[config.mk]
export PLATFORM = sky130hd
export DESIGN_NAME = key_conditioner
export DESIGN_NICKNAME = d
export VERILOG_FILES = /design/src/rtl/key_conditioner.sv
export SDC_FILE = /design/constraint.sdc
export NUM_CORES = 1
export LEC_CHECK = 0
export CAP_MARGIN = 10
export CORE_MARGIN = 5
export CORE_UTILIZATION = 48
export CTS_BUF_LIST = sky130_fd_sc_hd__clkbuf_8
export CTS_CLUSTER_DIAMETER = 60
export DETAILED_ROUTE_END_ITERATION = 6
export SYNTH_ARGS = -nofsm -noshare
export SYNTH_HDL_FRONTEND = slang
export SYNTH_SLANG_ARGS = --single-unit
[constraint.sdc]
create_clock -name clk -period 3.9 [get_ports clk]
set_input_delay 0.975 -clock clk [delete_from_list [all_inputs] [get_ports clk]]
set_output_delay 0.975 -clock clk [all_outputs]
set_load 0.02 [all_outputs]
[src/rtl/key_conditioner.sv]
// key_conditioner: per-channel input conditioning for raw pushbuttons/switches.
// Each channel double-flop synchronises its raw input, debounces it with a
// stability counter and derives a clean level, press/release pulses and a
// long-press hold flag with auto-repeat pulses. Channels are independent.
// The release pulse port is named release_pulse because "release" is a
// reserved word in SystemVerilog.
module key_conditioner #(
    parameter int N               = 2,
    parameter int DEBOUNCE_CYCLES = 500000,
    parameter int LONG_CYCLES     = 50000000,
    parameter int REPEAT_CYCLES   = 10000000,
    parameter int ACTIVE_LOW      = 1
) (
    input  logic         clk,
    input  logic         reset_n,
    input  logic [N-1:0] raw_in,
    output logic [N-1:0] level,
    output logic [N-1:0] press,
    output logic [N-1:0] release_pulse,
    output logic [N-1:0] hold,
    output logic [N-1:0] rpt
);

    // Polarity fold: after XOR, 1 always means "pressed".
    localparam logic POL = (ACTIVE_LOW != 0) ? 1'b1 : 1'b0;

    localparam int DW = $clog2(DEBOUNCE_CYCLES);
    localparam logic [DW-1:0] DCNT_MAX = DW'(DEBOUNCE_CYCLES - 1);
    localparam logic [DW-1:0] DCNT_ONE = DW'(1);

    // Hold counter is shared between the long-press and repeat phases.
    localparam int HMAX = (LONG_CYCLES > REPEAT_CYCLES) ? LONG_CYCLES : REPEAT_CYCLES;
    localparam int HW   = (HMAX < 2) ? 1 : $clog2(HMAX);
    localparam logic [HW-1:0] LONG_MAX = HW'(LONG_CYCLES - 1);
    localparam logic [HW-1:0] REP_MAX  = HW'(REPEAT_CYCLES - 1);
    localparam logic [HW-1:0] HCNT_ONE = HW'(1);

    for (genvar ch = 0; ch < N; ch++) begin : g_ch
        logic          sync1_r;
        logic          sync2_r;
        logic [DW-1:0] dcnt_r;
        logic [DW-1:0] dcnt_next_s;
        logic          level_r;
        logic          level_next_s;
        logic          press_r;
        logic          press_next_s;
        logic          release_r;
        logic          release_next_s;
        logic [HW-1:0] hcnt_r;
        logic [HW-1:0] hcnt_next_s;
        logic          hold_r;
        logic          hold_next_s;
        logic          rpt_r;
        logic          rpt_next_s;
        logic          falling_s;

        // Debounce: level follows the synchronised input only after it has
        // differed from level for DEBOUNCE_CYCLES consecutive evaluations.
        always_comb begin
            dcnt_next_s    = '0;
            level_next_s   = level_r;
            press_next_s   = 1'b0;
            release_next_s = 1'b0;
            falling_s      = 1'b0;
            if (sync2_r == level_r) begin
                dcnt_next_s = '0;
            end else if (dcnt_r == DCNT_MAX) begin
                dcnt_next_s    = '0;
                level_next_s   = sync2_r;
                press_next_s   = sync2_r;
                release_next_s = ~sync2_r;
                falling_s      = ~sync2_r;
            end else begin
                dcnt_next_s = dcnt_r + DCNT_ONE;
            end
        end

        // Long-press / auto-repeat: hold is cleared on the same edge level
        // falls, so that edge never produces a repeat pulse.
        always_comb begin
            hcnt_next_s = '0;
            hold_next_s = 1'b0;
            rpt_next_s  = 1'b0;
            if (falling_s || !level_r) begin
                hcnt_next_s = '0;
                hold_next_s = 1'b0;
            end else if (!hold_r) begin
                if (hcnt_r == LONG_MAX) begin
                    hold_next_s = 1'b1;
                    rpt_next_s  = 1'b1;
                    hcnt_next_s = '0;
                end else begin
                    hold_next_s = 1'b0;
                    hcnt_next_s = hcnt_r + HCNT_ONE;
                end
            end else begin
                hold_next_s = 1'b1;
                if (hcnt_r == REP_MAX) begin
                    rpt_next_s  = 1'b1;
                    hcnt_next_s = '0;
                end else begin
                    hcnt_next_s = hcnt_r + HCNT_ONE;
                end
            end
        end

        // State and output registers; reset clears all to the not-pressed state.
        always_ff @(posedge clk or negedge reset_n) begin
            if (!reset_n) begin
                sync1_r   <= 1'b0;
                sync2_r   <= 1'b0;
                dcnt_r    <= '0;
                level_r   <= 1'b0;
                press_r   <= 1'b0;
                release_r <= 1'b0;
                hcnt_r    <= '0;
                hold_r    <= 1'b0;
                rpt_r     <= 1'b0;
            end else begin
                sync1_r   <= raw_in[ch] ^ POL;
                sync2_r   <= sync1_r;
                dcnt_r    <= dcnt_next_s;
                level_r   <= level_next_s;
                press_r   <= press_next_s;
                release_r <= release_next_s;
                hcnt_r    <= hcnt_next_s;
                hold_r    <= hold_next_s;
                rpt_r     <= rpt_next_s;
            end
        end

        assign level[ch]         = level_r;
        assign press[ch]         = press_r;
        assign release_pulse[ch] = release_r;
        assign hold[ch]          = hold_r;
        assign rpt[ch]           = rpt_r;
    end

endmodule

==> results of run 1 <==
-- routing by layer --
layer | global-route usage, % | vias up
met3 | 4.87 | 11
met5 | 0 | -
met1 | 24.7 | 2028
met2 | 27.8 | 44
li1 | - | 2022
met4 | 5.18 | 0
-- worst paths after layout --
kind                                    start                  to  slack, ns
min                           g_ch[1].sync1_r     g_ch[1].sync2_r       0.36
max                           g_ch[0].level_r            level[0]       1.39
max reg2reg                g_ch[1].hcnt_r[14]       g_ch[1].rpt_r       1.50
min reg2reg                   g_ch[1].sync1_r     g_ch[1].sync2_r       0.36
max in group asynchronous             reset_n   g_ch[0].hcnt_r[9]       2.57
min in group asynchronous             reset_n  g_ch[1].dcnt_r[15]       0.60
-- area by class of cell --
class	instances	area, um^2	area share [%]
sequential	104	2600	44.3
clock inverter	7	96.3	1.64
inverter	14	52.6	0.894
tap	140	175	2.98
clock buffer	9	124	2.11
timing repair buffer	18	185	3.15
multi-input combinational	399	2640	44.9
-- power by group --
group | internal (mW) | total, mW | switching (mW) | leakage, nW
registers | 1.08 | 1.09 | 0.00751 | 1.44
clock network | 0.364 | 0.742 | 0.379 | 0.113
logic | 0.0116 | 0.0432 | 0.0315 | 0.615
total | 1.46 | 1.88 | 0.418 | 2.17
-- registers in the layout (all words and copies together), names as in the netlist --
name / flops
g_ch.dcnt_r: 38
g_ch.hcnt_r: 52
g_ch.hold_r: 2
g_ch.level_r: 2
g_ch.press_r: 2
g_ch.release_r: 2
g_ch.rpt_r: 2
g_ch.sync1_r: 2
g_ch.sync2_r: 2
-- cells by family (layout without fill, tap and decap cells) --
kind of cell / after synthesis / count (layout) / synth area share (%)
simple gates: 266 / 266 / 29.0
flops: 104 / 104 / 47.9
compound gates: 74 / 74 / 9.20
xor+xnor: 51 / 51 / 8.23
buf+inv: 42 / 48 / 3.80
fa+ha+maj: 6 / 6 / 1.38
mux: 2 / 2 / 0.415
-- per-stage QoR --
step	setup WS, ns	hold WS, ns
after CTS	1.37	0.354
after global routing	1.32	0.369
after global placement	1.54	0.335
after detailed placement	1.47	0.337
final	1.39	0.356
after floorplan	1.91	0.331
-- cells in the final DEF (no fill, tap or decap), types with 2 or more instances in the layout --
cell,instances
a211oi_1,19
a21oi_1,13
a21oi_2,2
a31o_2,3
and2_1,6
and3_1,8
and4_1,14
buf_4,4
bufinv_16,2
clkbuf_8,9
clkdlybuf4s50_1,12
dfrtp_1,104
ha_1,6
inv_1,15
mux2_2,2
nand2_1,27
nand2b_1,2
nand3_1,35
nand4_1,24
nor2_1,34
nor2b_1,2
nor3_1,33
nor3b_1,8
nor4_1,12
nor4b_1,6
nor4bb_1,3
o21ai_0,15
o21ai_1,2
o31ai_1,15
o31ai_4,2
or3_1,21
or4_1,17
or4_4,2
xnor2_1,26
xor2_1,25
==> impl_metrics.toml, run 1 <==
[setup_path]
ff2ff_path_depth = 4
worst-path-buf-inv = 1
cpMaxStageDelayCell = "clkdlybuf4s50_1"
critPathTopFamily = "buffers and inverters"
critPathCaptureType = "output port"
crit_required_ns = 2.92
critical_path_class = "register to output port"
arrival_ns = 1.53
path_max_fanout = 6
cp_cell_sequence = "clkdlybuf4s50_1"
start_kind = "register"
cp_slowest_stage_delay_ns = 0.66
cp.depth = 1

[timing]
post-route-min-period_ns = 2.51
setup-violations-final = 0
fin_skew_ns = 0.0101
timing.final.crit_share_pct = 64.3
drv_slew = 0
worst_pin_slew_ns = 1.16
rsz0062_at_grt = "no"
tns_ns = 0
relSlewSlack_pct = 22.7
hold_violations = 0
fmax_ghz = 0.398

[routing]
wl_met3_um = 338
dr.pass1.iters = 4
ant_nets = 0
vias = 4105
drtIter0Drc = 302
wl_um = 10900
routed.top_layer = "met4"
drc_errors = 0
vias_per_cell = 5.94
wl_met1_um = 5500
post_drt_wl_per_cell_um = 15.8
wl_met2_um = 4970

[clocking]
cts_tree = "yes"
clk_pin_slew_ns = 0.10
cts_max_path_buffers = 2
htreeDepth = 3
worstSkewPairLatency_ns = 0.38
post_cts_resized = 0
postCtsSetupBuffers = 0
cts_made_buffers = 9
holdBufCountCts = 0
clock-sinks = 104
cts-root-buf = "clkbuf_8"

[yosys]
synth_area_leader_cell = "dfrtp_1"
synthTopCellsByArea = "dfrtp_1, xnor2_1, xor2_1"
syn-num-nets = 555
yosysSeqAreaShare_pct = 47.9
ys_warn_count = 0
syn_avg_cell_area_um2 = 9.96
synth_top_area_share_pct = 47.9
yosysMostFrequentCell = "dfrtp_1"
synth_area_mm2 = 0.00543
postSynth.asyncResetShare_pct = 100
ys_seq_elements = 104
synth-edff-count = 0
yosys_most_used_dff = "dfrtp_1"
syn_inst = 545
ys_top_cells_by_count = "dfrtp_1, nand3_1, nor2_1, nor3_1, nand2_1"
yosysUniqueCellTypes = 50

[global_route]
grt_pass1_wl_um = 19400
track_usage_pct = 17.9
overflow = 0
grt_max_degree = 58
grt_pass1_vias = 4015
antenna_found_initial = 0

[pwr]
p_per_area_mw_per_mm2 = 319
power_mw = 1.88
max-vdd-ir-drop_mv = 0.245
p_leak_nw = 2.17

[finish]
layout.nets = 556
fillers = 990
area_growth_pct = 8.25
utilization_pct = 53.5
drive_gt1_share_pct = 7.26
final_cells = 691
stdcell_area_mm2 = 0.00588
n_antenna_cell = 0

[die]
io_pins = 14
rows = 38
start_util_pct = 49.4
fp.dieW_um = 116
dieArea_mm2 = 0.0135
die_y_um = 116
core-area_mm2 = 0.0110

[placed_design]
io_buffers = 13
place_congestion = 0.835
placed_area_mm2 = 0.00563
placed_cells_incl_taps = 673
hpwl_um = 7340

[hold_path]
hold_path_depth = 0
hold_path.class = "register to register"

[status]
status = "completed"

[job]
maxCapViolCount = 0
No activity file was read; power rests on OpenSTA's default activity.
==> run 2, diff against run 1 <==
- clock period: 3.9 -> 2.54 ns (I/O delays scaled with it)
==> run 2 against run 1 <==
  * Critical endpoint is now g_ch[1].hcnt_r[13]
  * Worst setup slack got worse by 1.1 ns
  * Clock-buffer cell count did not move
  * Total power rose by 47%
  * Largest power group unchanged
  * Clock skew rose by 0.0038 ns
  * Combinational power rose by 63%
  * Via count rose by 0.80%
==> impl_metrics.toml, run 2 (synthesized netlist as in run 1, its figures left out) <==
[status]
status = "completed"

[die]
fp.dieW_um = 116
core-area_mm2 = 0.0110
rows = 38
start_util_pct = 49.4
die_y_um = 116
io_pins = 14
dieArea_mm2 = 0.0135

[timing]
fmax_ghz = 0.440
setup-violations-final = 0
post-route-min-period_ns = 2.28
timing.final.crit_share_pct = 89.6
rsz0062_at_grt = "no"
fin_skew_ns = 0.0139
worst_pin_slew_ns = 0.640
fin_ws_ns = 0.265
hold_violations = 0
relSlewSlack_pct = 56.9
drv_slew = 0
tns_ns = 0

[routing]
dr.pass1.iters = 4
drtIter0Drc = 296
wl_um = 10900
ant_nets = 0
vias_per_cell = 5.94
vias = 4138
post_drt_wl_per_cell_um = 15.6
drc_errors = 0

[finish]
reg_top3 = "g_ch.hcnt_r x52, g_ch.dcnt_r x38"
top_register = "g_ch.hcnt_r"
area_growth_pct = 8.44
utilization_pct = 53.6
stdcell_area_mm2 = 0.00589
final_common_cell = "dfrtp_1"
drive_gt1_share_pct = 8.44
layout_common_cells = "dfrtp_1, nand3_1, nor2_1, nor3_1, nand2_1"
fillers = 980
largest_reg_flops = 52
n_antenna_cell = 0
layout.nets = 562

[clocking]
postCtsSetupBuffers = 0
cts_tree = "yes"
worstSkewPairLatency_ns = 0.39
clock-sinks = 104
holdBufCountCts = 0
htreeDepth = 3
post_cts_resized = 0
cts-root-buf = "clkbuf_8"
cts_max_path_buffers = 2
clk_pin_slew_ns = 0.10
cts_made_buffers = 9

[setup_path]
critPathCaptureType = "register"
path_max_fanout = 15
cpMaxStageDelayCell = "or4b_2"
crit_required_ns = 2.79
start_kind = "register"
arrival_ns = 2.53
critical_path_class = "register to register"
cp_slowest_stage_delay_ns = 0.65
cp_cell_sequence = "or4b_2 > nor4_1 > o211a_1 > buf_4 > nor3_1"

[global_route]
overflow = 0
grt_max_degree = 47
grt_pass1_vias = 4102
grt_pass1_wl_um = 19400
track_usage_pct = 17.9
antenna_found_initial = 0

[placed_design]
hpwl_um = 7560
placed_area_mm2 = 0.00569
pre_cts_ws_ns = 0.314
io_buffers = 13
place_congestion = 0.831

[pwr]
p_leak_nw = 2.18
power_mw = 2.75
p_per_area_mw_per_mm2 = 468
max-vdd-ir-drop_mv = 0.357

[hold_path]
hold_path.class = "input port to asynchronous set/reset pin"

[job]
maxCapViolCount = 0
==> run 2: cell types whose count changed in the layout (fill, tap and decap cells not counted) <==
cell / previous run / this run
clkinvlp_4: 1 / 0
inv_1: 15 / 14
inv_8: 1 / 3
buf_4: 4 / 11
clkinv_4: 1 / 2
clkinv_2: 1 / 0
bufinv_16: 2 / 0
buf_8: 1 / 0
inv_6: 0 / 2
==> run 2: report_power, final <==
| group | internal (mW) | leakage [nW] | switching [mW] | total [mW] |
|---|---|---|---|---|
| clock network | 0.387 | 0.100 | 0.618 | 1.01 |
| registers | 1.67 | 1.44 | 0.0114 | 1.68 |
| logic | 0.0209 | 0.641 | 0.0493 | 0.0703 |
| total | 2.07 | 2.18 | 0.679 | 2.75 |
==> run 2: path summary, 6_finish.rpt <==
check,from,end,slack [ns],cells after the start
worst min register to register,g_ch[1].sync1_r,g_ch[1].sync2_r,0.35,0
worst min-delay path,reset_n,g_ch[1].dcnt_r[17],0.26,1
worst max register to register,g_ch[1].hcnt_r[13],g_ch[1].hcnt_r[13],0.26,5
min in group clk,g_ch[1].sync1_r,g_ch[1].sync2_r,0.35,0
max in group asynchronous,reset_n,g_ch[0].hcnt_r[8],1.62,2
worst max-delay path,g_ch[1].hcnt_r[13],g_ch[1].hcnt_r[13],0.26,5
==> run 2: stage by stage <==
stage | hold slack, ns | cells
global route | 0.276 | 697
finish | 0.255 | 697
CTS | 0.253 | 697
global placement | 0.333 | 681
floorplan | 0.331 | 545
detailed placement | 0.339 | 681
==> run 2: cell type report <==
| class | instances | area [um^2] | share of cell area, % |
|---|---|---|---|
| clock buffer | 9 | 124 | 2.10 |
| tap | 140 | 175 | 2.98 |
| sequential | 104 | 2600 | 44.2 |
| clock inverter | 7 | 68.8 | 1.17 |
| timing repair buffer | 24 | 223 | 3.78 |
| inverter | 14 | 52.6 | 0.893 |
| multi-input combinational | 399 | 2640 | 44.9 |
==> run 2: critical path: cells and delay by family, from the launching register on <==
family / cells / cell delay (ns)
buffers and inverters: 1 / 0.27
AO/OA/AOI/OAI: 1 / 0.36
AND/OR/NAND/NOR: 3 / 1.04
flip-flops: 1 / 0.48
==> run 2: metal layers <==
metal / vias up / track usage [%] / wire length (um)
met3: 12 / 5.28 / 359
met5: - / 0 / 0
met2: 73 / 27.7 / 4980
li1: 2035 / - / -
met4: 0 / 4.64 / 116
met1: 2018 / 24.8 / 5400
